File: config.mk
export PLATFORM = sky130hd
export DESIGN_NAME = cascade_stage_sequencer
export DESIGN_NICKNAME = d
export VERILOG_FILES = /design/src/rtl/cascade_stage_sequencer.sv
export SDC_FILE = /design/constraint.sdc
export NUM_CORES = 1
export LEC_CHECK = 0
export BUFFER_PORTS_ARGS = -buffer_cell sky130_fd_sc_hd__buf_2
export CAP_MARGIN = 20
export CORE_UTILIZATION = 40
export DETAILED_ROUTE_END_ITERATION = 10
export GPL_TIMING_DRIVEN = 0
export HOLD_SLACK_MARGIN = 0.1
export PLACE_DENSITY_LB_ADDON = 0.15
export SYNTH_ARGS = -nofsm -noshare
export SYNTH_HDL_FRONTEND = slang
export SYNTH_SLANG_ARGS = --single-unit
File: constraint.sdc
create_clock -name clk -period 3.8 [get_ports clk]
set_clock_uncertainty 0.05 [all_clocks]
set_input_delay 0.76 -clock clk [delete_from_list [all_inputs] [get_ports clk]]
set_output_delay 0.76 -clock clk [all_outputs]
set_load 0.05 [all_outputs]
File: src/rtl/cascade_stage_sequencer.sv
// Cascade stage sequencer: walks stages, issues feature indices, accumulates votes, early exit on reject.
// Optional CASCADE_SEQ_PROFILE_EN adds exit_stage / feat_total profiling outputs.
module cascade_stage_sequencer #(
    parameter int NUM_STAGES = 25,
    parameter int W_ADDR     = 5,
    parameter int W_FEAT     = 12,
    parameter int W_SUM      = 16
) (
    input  logic                     clk,
    input  logic                     rst,
    input  logic                     start,
    output logic                     busy,
    output logic                     done,
    output logic                     detected,
    output logic                     fc_ena,
    output logic [W_ADDR-1:0]        fc_addr,
    input  logic [W_FEAT-1:0]        fc_data,
    input  logic signed [W_SUM-1:0]  thr_data,
    output logic                     feat_valid,
    input  logic                     feat_ready,
    output logic [W_FEAT-1:0]        feat_idx,
    input  logic                     res_valid,
    input  logic signed [W_SUM-1:0]  res_data
`ifdef CASCADE_SEQ_PROFILE_EN
    ,
    output logic [W_ADDR:0]          exit_stage,
    output logic [W_FEAT-1:0]        feat_total
`endif
);

    typedef enum logic [2:0] {IDLE, FETCH, WAIT, ISSUE, EVAL, FINISH} state_t;

    localparam logic signed [W_SUM-1:0] SUM_MAX = {1'b0, {(W_SUM-1){1'b1}}};
    localparam logic signed [W_SUM-1:0] SUM_MIN = {1'b1, {(W_SUM-1){1'b0}}};

    state_t                   state;
    logic [W_ADDR-1:0]        stage;
    logic [W_FEAT-1:0]        base;
    logic [W_FEAT-1:0]        stage_end;
    logic [W_FEAT-1:0]        received;
    logic signed [W_SUM-1:0]  thr;
    logic signed [W_SUM-1:0]  sum;

    logic [W_FEAT-1:0]        next_issued;
    logic [W_FEAT-1:0]        next_received;
    logic signed [W_SUM:0]    sum_ext;
    logic signed [W_SUM-1:0]  sum_sat;
    logic                     issue_fire;
    logic                     res_take;

    assign next_issued   = feat_idx + 1'b1;
    assign next_received = received + 1'b1;
    assign issue_fire    = feat_valid && feat_ready;
    assign res_take      = res_valid && (received < stage_end);

    // One extra bit of headroom: overflow shows up as disagreement of the top two bits.
    assign sum_ext = {sum[W_SUM-1], sum} + {res_data[W_SUM-1], res_data};

    always_comb begin
        sum_sat = sum_ext[W_SUM-1:0];
        if (sum_ext[W_SUM] != sum_ext[W_SUM-1])
            sum_sat = sum_ext[W_SUM] ? SUM_MIN : SUM_MAX;
    end

    always_ff @(posedge clk) begin
        if (rst) begin
            state      <= IDLE;
            busy       <= 1'b0;
            done       <= 1'b0;
            detected   <= 1'b0;
            fc_ena     <= 1'b0;
            fc_addr    <= '0;
            feat_valid <= 1'b0;
            feat_idx   <= '0;
            stage      <= '0;
            base       <= '0;
            stage_end  <= '0;
            received   <= '0;
            thr        <= '0;
            sum        <= '0;
`ifdef CASCADE_SEQ_PROFILE_EN
            exit_stage <= '0;
            feat_total <= '0;
`endif
        end else begin
            case (state)
                IDLE: begin
                    if (start) begin
                        busy     <= 1'b1;
                        detected <= 1'b0;
                        stage    <= '0;
                        base     <= '0;
                        fc_ena   <= 1'b1;
                        fc_addr  <= '0;
                        state    <= FETCH;
`ifdef CASCADE_SEQ_PROFILE_EN
                        feat_total <= '0;
`endif
                    end
                end
                FETCH: begin
                    fc_ena <= 1'b0;
                    state  <= WAIT;
                end
                WAIT: begin
                    stage_end <= fc_data;
                    thr       <= thr_data;
                    feat_idx  <= base;
                    received  <= base;
                    sum       <= '0;
                    if (fc_data <= base) begin
                        state <= EVAL;
                    end else begin
                        feat_valid <= 1'b1;
                        state      <= ISSUE;
                    end
                end
                ISSUE: begin
                    // Issue and result sides advance independently in the same cycle.
                    if (issue_fire) begin
                        feat_idx   <= next_issued;
                        feat_valid <= (next_issued < stage_end);
`ifdef CASCADE_SEQ_PROFILE_EN
                        feat_total <= feat_total + 1'b1;
`endif
                    end
                    if (res_take) begin
                        sum      <= sum_sat;
                        received <= next_received;
                        if (next_received == stage_end)
                            state <= EVAL;
                    end
                end
                EVAL: begin
                    if (sum >= thr) begin
                        if (stage == W_ADDR'(NUM_STAGES - 1)) begin
                            detected <= 1'b1;
                            done     <= 1'b1;
                            state    <= FINISH;
`ifdef CASCADE_SEQ_PROFILE_EN
                            exit_stage <= (W_ADDR+1)'(NUM_STAGES);
`endif
                        end else begin
                            stage   <= stage + 1'b1;
                            base    <= stage_end;
                            fc_ena  <= 1'b1;
                            fc_addr <= stage + 1'b1;
                            state   <= FETCH;
                        end
                    end else begin
                        detected <= 1'b0;
                        done     <= 1'b1;
                        state    <= FINISH;
`ifdef CASCADE_SEQ_PROFILE_EN
                        exit_stage <= {1'b0, stage};
`endif
                    end
                end
                FINISH: begin
                    done  <= 1'b0;
                    busy  <= 1'b0;
                    state <= IDLE;
                end
                default: state <= IDLE;
            endcase
        end
    end

endmodule

## Yosys cells after proc, flatten, opt, wreduce, memory -nomap -nowiden

Cells that the tools add are included.

- Flip-flop bits (word level): 93

- $add $sub $neg: 4
- Magnitude comparators: 4
- Eq/ne operators: 16
- Multiplexer cells: 37
- Reduce and logical (&&, ||, !) cells: 17

Operator list:

| operator | count |
|---|---|
| $pmux W12 S2 | 3 |
| $mux W12 | 5 |
| $mux W16 | 3 |
| $pmux W16 S2 | 1 |
| $add A12 B1 Y12 const B | 2 |
| $lt A12 B12 Y1 | 2 |
| $mux W3 | 6 |
| $add A16 B16 Y17 | 1 |
| $ge A16 B16 Y1 | 1 |
| $mux W5 | 3 |
| $pmux W3 S5 | 1 |
| $ne A2 B2 Y1 const B | 7 |
| $eq A12 B12 Y1 | 1 |
| $le A12 B12 Y1 | 1 |
| $pmux W5 S2 | 1 |
| $mux W1 | 9 |
| $reduce_and A3 Y1 | 3 |
| $pmux W1 S2 | 4 |
| $reduce_and A2 Y1 | 4 |
| $reduce_and A4 Y1 | 2 |
| $reduce_bool A2 Y1 | 4 |
| $eq A3 B2 Y1 const B | 2 |
| $eq A3 B3 Y1 const B | 2 |
| $add A5 B1 Y5 const B | 1 |
| other kinds (8) | 9 |

## Depth between registers and ports, before layout

- Depth after elaboration: 5
- Depth in mapped cells: 12

## Least setup slack after synthesis

OpenSTA, ideal clock, no wires.

- Kind: register -> register
- Start point: register feat_idx[0]
- End point: register feat_valid
- Data arrival time: 2.900 ns
- Slack: 0.764 ns
- Stages on the path, launching flop included: 13
- Period minus slack after synthesis: 3.036 ns
- Cells stage by stage: dfxtp_1 > ha_1 > and3_1 > and3_1 > clkbuf_1 > nand3_1 > xnor2_1 > ha_1 > a21o_1 > a21oi_1 > o21ai_0 > a211o_1 > a211oi_1

- Longest elaborated chain between the ends: 4

RTL lines:

| element | RTL line | text |
|---|---|---|
| start: declaration | 21 | `output logic [W_FEAT-1:0] feat_idx,` |
| start signal: assignment | 108 | `feat_idx <= base;` |
| start signal: assignment | 121 | `feat_idx <= next_issued;` |
| $add A12 B1 Y12 | 51 | `assign next_issued = feat_idx + 1'b1;` |
| $lt A12 B12 Y1 | 122 | `feat_valid <= (next_issued < stage_end);` |
| $mux W1 | 120 | `if (issue_fire) begin` |
| $pmux W1 S2 | 86 | `case (state)` |
| end signal: assignment | 122 |  |
| end: declaration | 19 | `output logic feat_valid,` |

No other way between the ends. The select of a mux whose other input is x is not followed.
A chain may end at the register's enable or synchronous reset.

## Worst setup path after layout

- Start point: input res_data[0]
- End point: register sum[2]

- Longest elaborated chain between the ends: 5
- Elaborated cells on any way between the ends: 6
- Those cells by class: 1 x add/sub; 1 x eq/ne; 4 x mux

RTL lines:

| element | RTL line | text |
|---|---|---|
| start: declaration | 23 | `input logic signed [W_SUM-1:0] res_data` |
| $add A16 B16 Y17 (*) | 57 | `assign sum_ext = {sum[W_SUM-1], sum} + {res_data[W_SUM-1], res_data};` |
| $mux W16 or $ne A1 B1 Y1 (tied branches) | 62, 61 |  |
| $mux W16 (*) | 61 | `if (sum_ext[W_SUM] != sum_ext[W_SUM-1])` |
| $mux W16 (*) | 127 | `if (res_take) begin` |
| $pmux W16 S2 (*) | 86 |  |
| end signal: assignment | 128 | `sum <= sum_sat;` |
| end: declaration | 42 | `logic signed [W_SUM-1:0] sum;` |

Mark *: on every way between the ends. The rest lies on a longest branch, timed or not. The select of a mux whose other input is x is not followed.

==> impl_metrics.csv <==
group,metric,value,unit
sta,whs,0.403,ns
logic_synthesis,async_flop_share,0,%
setup_path,critPathTopFamily,"compound AO/OA/AOI/OAI gates",
floorplanning,die_area,16200,sq um
sta,fin_crit,3.31,ns
detailed_routing,drcViolationCount,0,
placement,place_congestion,0.857,
global_routing,grt_use_total,23.3,%
floorplanning,pin_count,71,
clock_network,cts_resized,0,
clock_network,cts_hold_buf,0,
outcome,status,"completed",
power,p_leak,2.96,nW
global_routing,first_global_vias,5398,
logic_synthesis,synthFlopType,"dfxtp_1",
power,power_frac_clock,38.5,%
finish,final_layout_size_suffix_gt1_share,11.2,%
floorplanning,coreArea,15300,sq um
setup_path,cp_cell_sequence,"buf_2, ha_1, inv_1, fa_1, nor2b_1, o31a_1, o41ai_2, and2b_1, o31ai_2, nand2_1, clkbuf_1, a21oi_1, a21o_1",
power,pwr-share-seq,43.7,%
power,power_frac_comb,17.9,%
global_routing,grt_pass1_wl,29000,microns
detailed_routing,wl_per_cell,16.2,microns
sta,final_max_slew_viol_count,0,
logic_synthesis,synthDistinctLibCells,64,
setup_path,cp_num_buf_inv,3,
logic_synthesis,netlist_area,6290,sq um
flow_run,maxCapViolCount,0,
sta,tns,0,ns
floorplanning,die_x,127,microns
placement,hpwl,13800,microns
clock_network,cts_root_buffer,"clkbuf_16",
setup_path,cp.required,4.05,ns
clock_network,clkLatencyLatePin,0.36,ns
clock_network,cts_setup_buffers,0,
power,p_sw,688,uW
finish,n_fill_cell,1632,
power,ir_worst_vdd,0.220,mV
finish,finalNetCount,1012,
sta,slew_headroom,34.6,%
detailed_routing,viasPerCell,5.36,
min_path,hold_path_class,"register to register",
logic_synthesis,yosys_register_bits,93,
clock_network,h-tree-depth,3,
setup_path,slowest_delay,0.64,ns
placement,io_buffer_count,70,
clock_network,cts_buffer_depth,2,
logic_synthesis,synthCells,810,
detailed_routing,num_vias,5918,
detailed_routing,firstDrtPassIters,5,
sta,rsz0062_at_grt,"false",
setup_path,cp_data_arrival_time,3.56,ns
finish,final_cell_mix,"120 x nand2_1, 93 x dfxtp_1, 79 x a21oi_1, 75 x buf_2, 71 x ha_1",
floorplanning,rows,45,
finish,diodes,0,
clock_network,cts_sinks,93,
logic_synthesis,synth-seq-area-share,29.6,%
power,p_sw_share,29.4,%
global_routing,grt_max_degree,15,
setup_path,cpMaxStageDelayCell,"o31ai_2",
finish,mostFrequentLayoutCell,"nand2_1",
sta,tightest_slew,0.980,ns
sta,final_hold_viol_count,0,
finish,areaGrowthSynthToFinish,14.2,%
detailed_routing,drtIter0Drc,449,
detailed_routing,drt-total-wl,17900,microns
setup_path,path_max_fanout,10,
setup_path,start_kind,"primary input",
sta,fmax,302,MHz
global_routing,antenna_found_initial,0,
clock_network,cts.reportedPaths.clkPinSlew,0.06,ns
clock_network,cts_tree,"built",
global_routing,grt_overflow_total,0,
logic_synthesis,synthesis.nets,931,
setup_path,end_kind,"register",
logic_synthesis,yosys_warnings,0,
sta,period_share,87.2,%
detailed_routing,postRouteAntennaNets,0,
setup_path,critPathKind,"primary input to register",
power,p_per_area,326,nW/um^2
floorplanning,start_util,41.2,%
logic_synthesis,synth_edf_count,0,
clock_network,cts_made_buffers,9,
power,internal_power,1.65,mW
floorplanning,fp.dieH,127,microns
logic_synthesis,syn_area_per_cell,7.77,sq um
sta,setup_viol,0,
[power by group through the flow]
stage	Sequential, mW	Combinational, mW	Clock, mW
after floorplan	1.05	0.268	0
after global placement	1.04	0.415	0
after detailed placement	1.04	0.415	0
after CTS	1.02	0.418	0.920
after global routing	1.03	0.467	0.957
final	1.02	0.418	0.901
[path summary, 6_finish.rpt]
check	start	end	slack, ns	cells after the start
worst max register to register	sum[0]	sum[2]	0.58	12
worst max-delay path	res_data[0]	sum[2]	0.49	13
worst min-delay path	thr[3]	thr[3]	0.40	2
worst min register to register	thr[3]	thr[3]	0.40	2
[state kept, by name, summed over array words and instances (netlist names)]
name and flops:
sum 16, stage 5, detected 1, state 3, fc_ena 1, feat_valid 1, busy 1, base 12
stage_end 12, feat_idx 12, thr 16, received 12, done 1
[worst min-delay path, cell delays in order, from the launching register on]
cell	delay, ns
dfxtp_1	0.31
nand2_1	0.05
a21oi_1	0.05
[kinds of logic (layout without fill, tap and decap cells)]
logic type	count (synthesis)	after routing	synth area share [%]
multiplexers	6	6	0.955
XOR/XNOR	40	40	5.57
AND/OR/NAND/NOR	269	269	19.7
buffers and inverters	89	173	5.53
adder cells (fa/ha/maj)	75	75	14.9
flip-flops	93	93	29.6
AO/OA/AOI/OAI	238	238	23.7
[synthesized netlist by cell type (5+ instances only)]
cell / number / area share, %
xnor2_1: 20 / 2.8
a22o_1: 12 / 1.7
nand2b_1: 8 / 0.80
a211oi_1: 7 / 0.84
a21oi_1: 79 / 6.3
inv_1: 50 / 3.0
nor2b_1: 6 / 0.60
or3_1: 6 / 0.60
and3_1: 14 / 1.4
nor2_1: 52 / 3.1
xor2_1: 20 / 2.8
o21a_1: 6 / 0.72
nand3_1: 27 / 2.1
a21o_1: 14 / 1.7
nand2_1: 120 / 7.2
mux2i_1: 6 / 0.95
dfxtp_1: 93 / 30
nand4_1: 13 / 1.3
buf_2: 5 / 0.40
a22oi_1: 9 / 1.1
a31oi_1: 5 / 0.50
clkbuf_1: 29 / 1.7
o211ai_1: 9 / 1.1
o21ai_0: 65 / 5.2
ha_1: 71 / 14
nor3_1: 6 / 0.48
[layer usage]
metal	global-route usage, %	routed length (microns)	vias to the layer above
met5	0	0	-
met4	7.63	385	0
met3	4.61	1110	24
met2	33.5	7390	152
met1	34.2	9040	2717
li1	-	-	3025
[per-stage QoR]
stage,area (sq um),instances,setup WS [ns],power (mW),utilization [%]
floorplan,6290,810,0.764,1.32,-
global placement,6910,1091,0.158,1.46,45.3
detailed placement,6910,1091,0.133,1.46,45.3
CTS,7190,1105,0.480,2.36,47.1
global route,7190,1105,0.222,2.45,47.1
finish,7190,1105,0.486,2.34,47.1
[final cells by class]
cell class,count,area [sq um],area share (%)
Buffer,38,156,2.18
Clock buffer,10,229,3.19
Clock inverter,4,51.3,0.714
Inverter,51,191,2.66
Multi-Input combinational cell,628,4080,56.8
Sequential cell,93,1860,25.9
Tap cell,211,264,3.67
Timing Repair Buffer,70,350,4.87
Power figures use the tool's default switching activity.
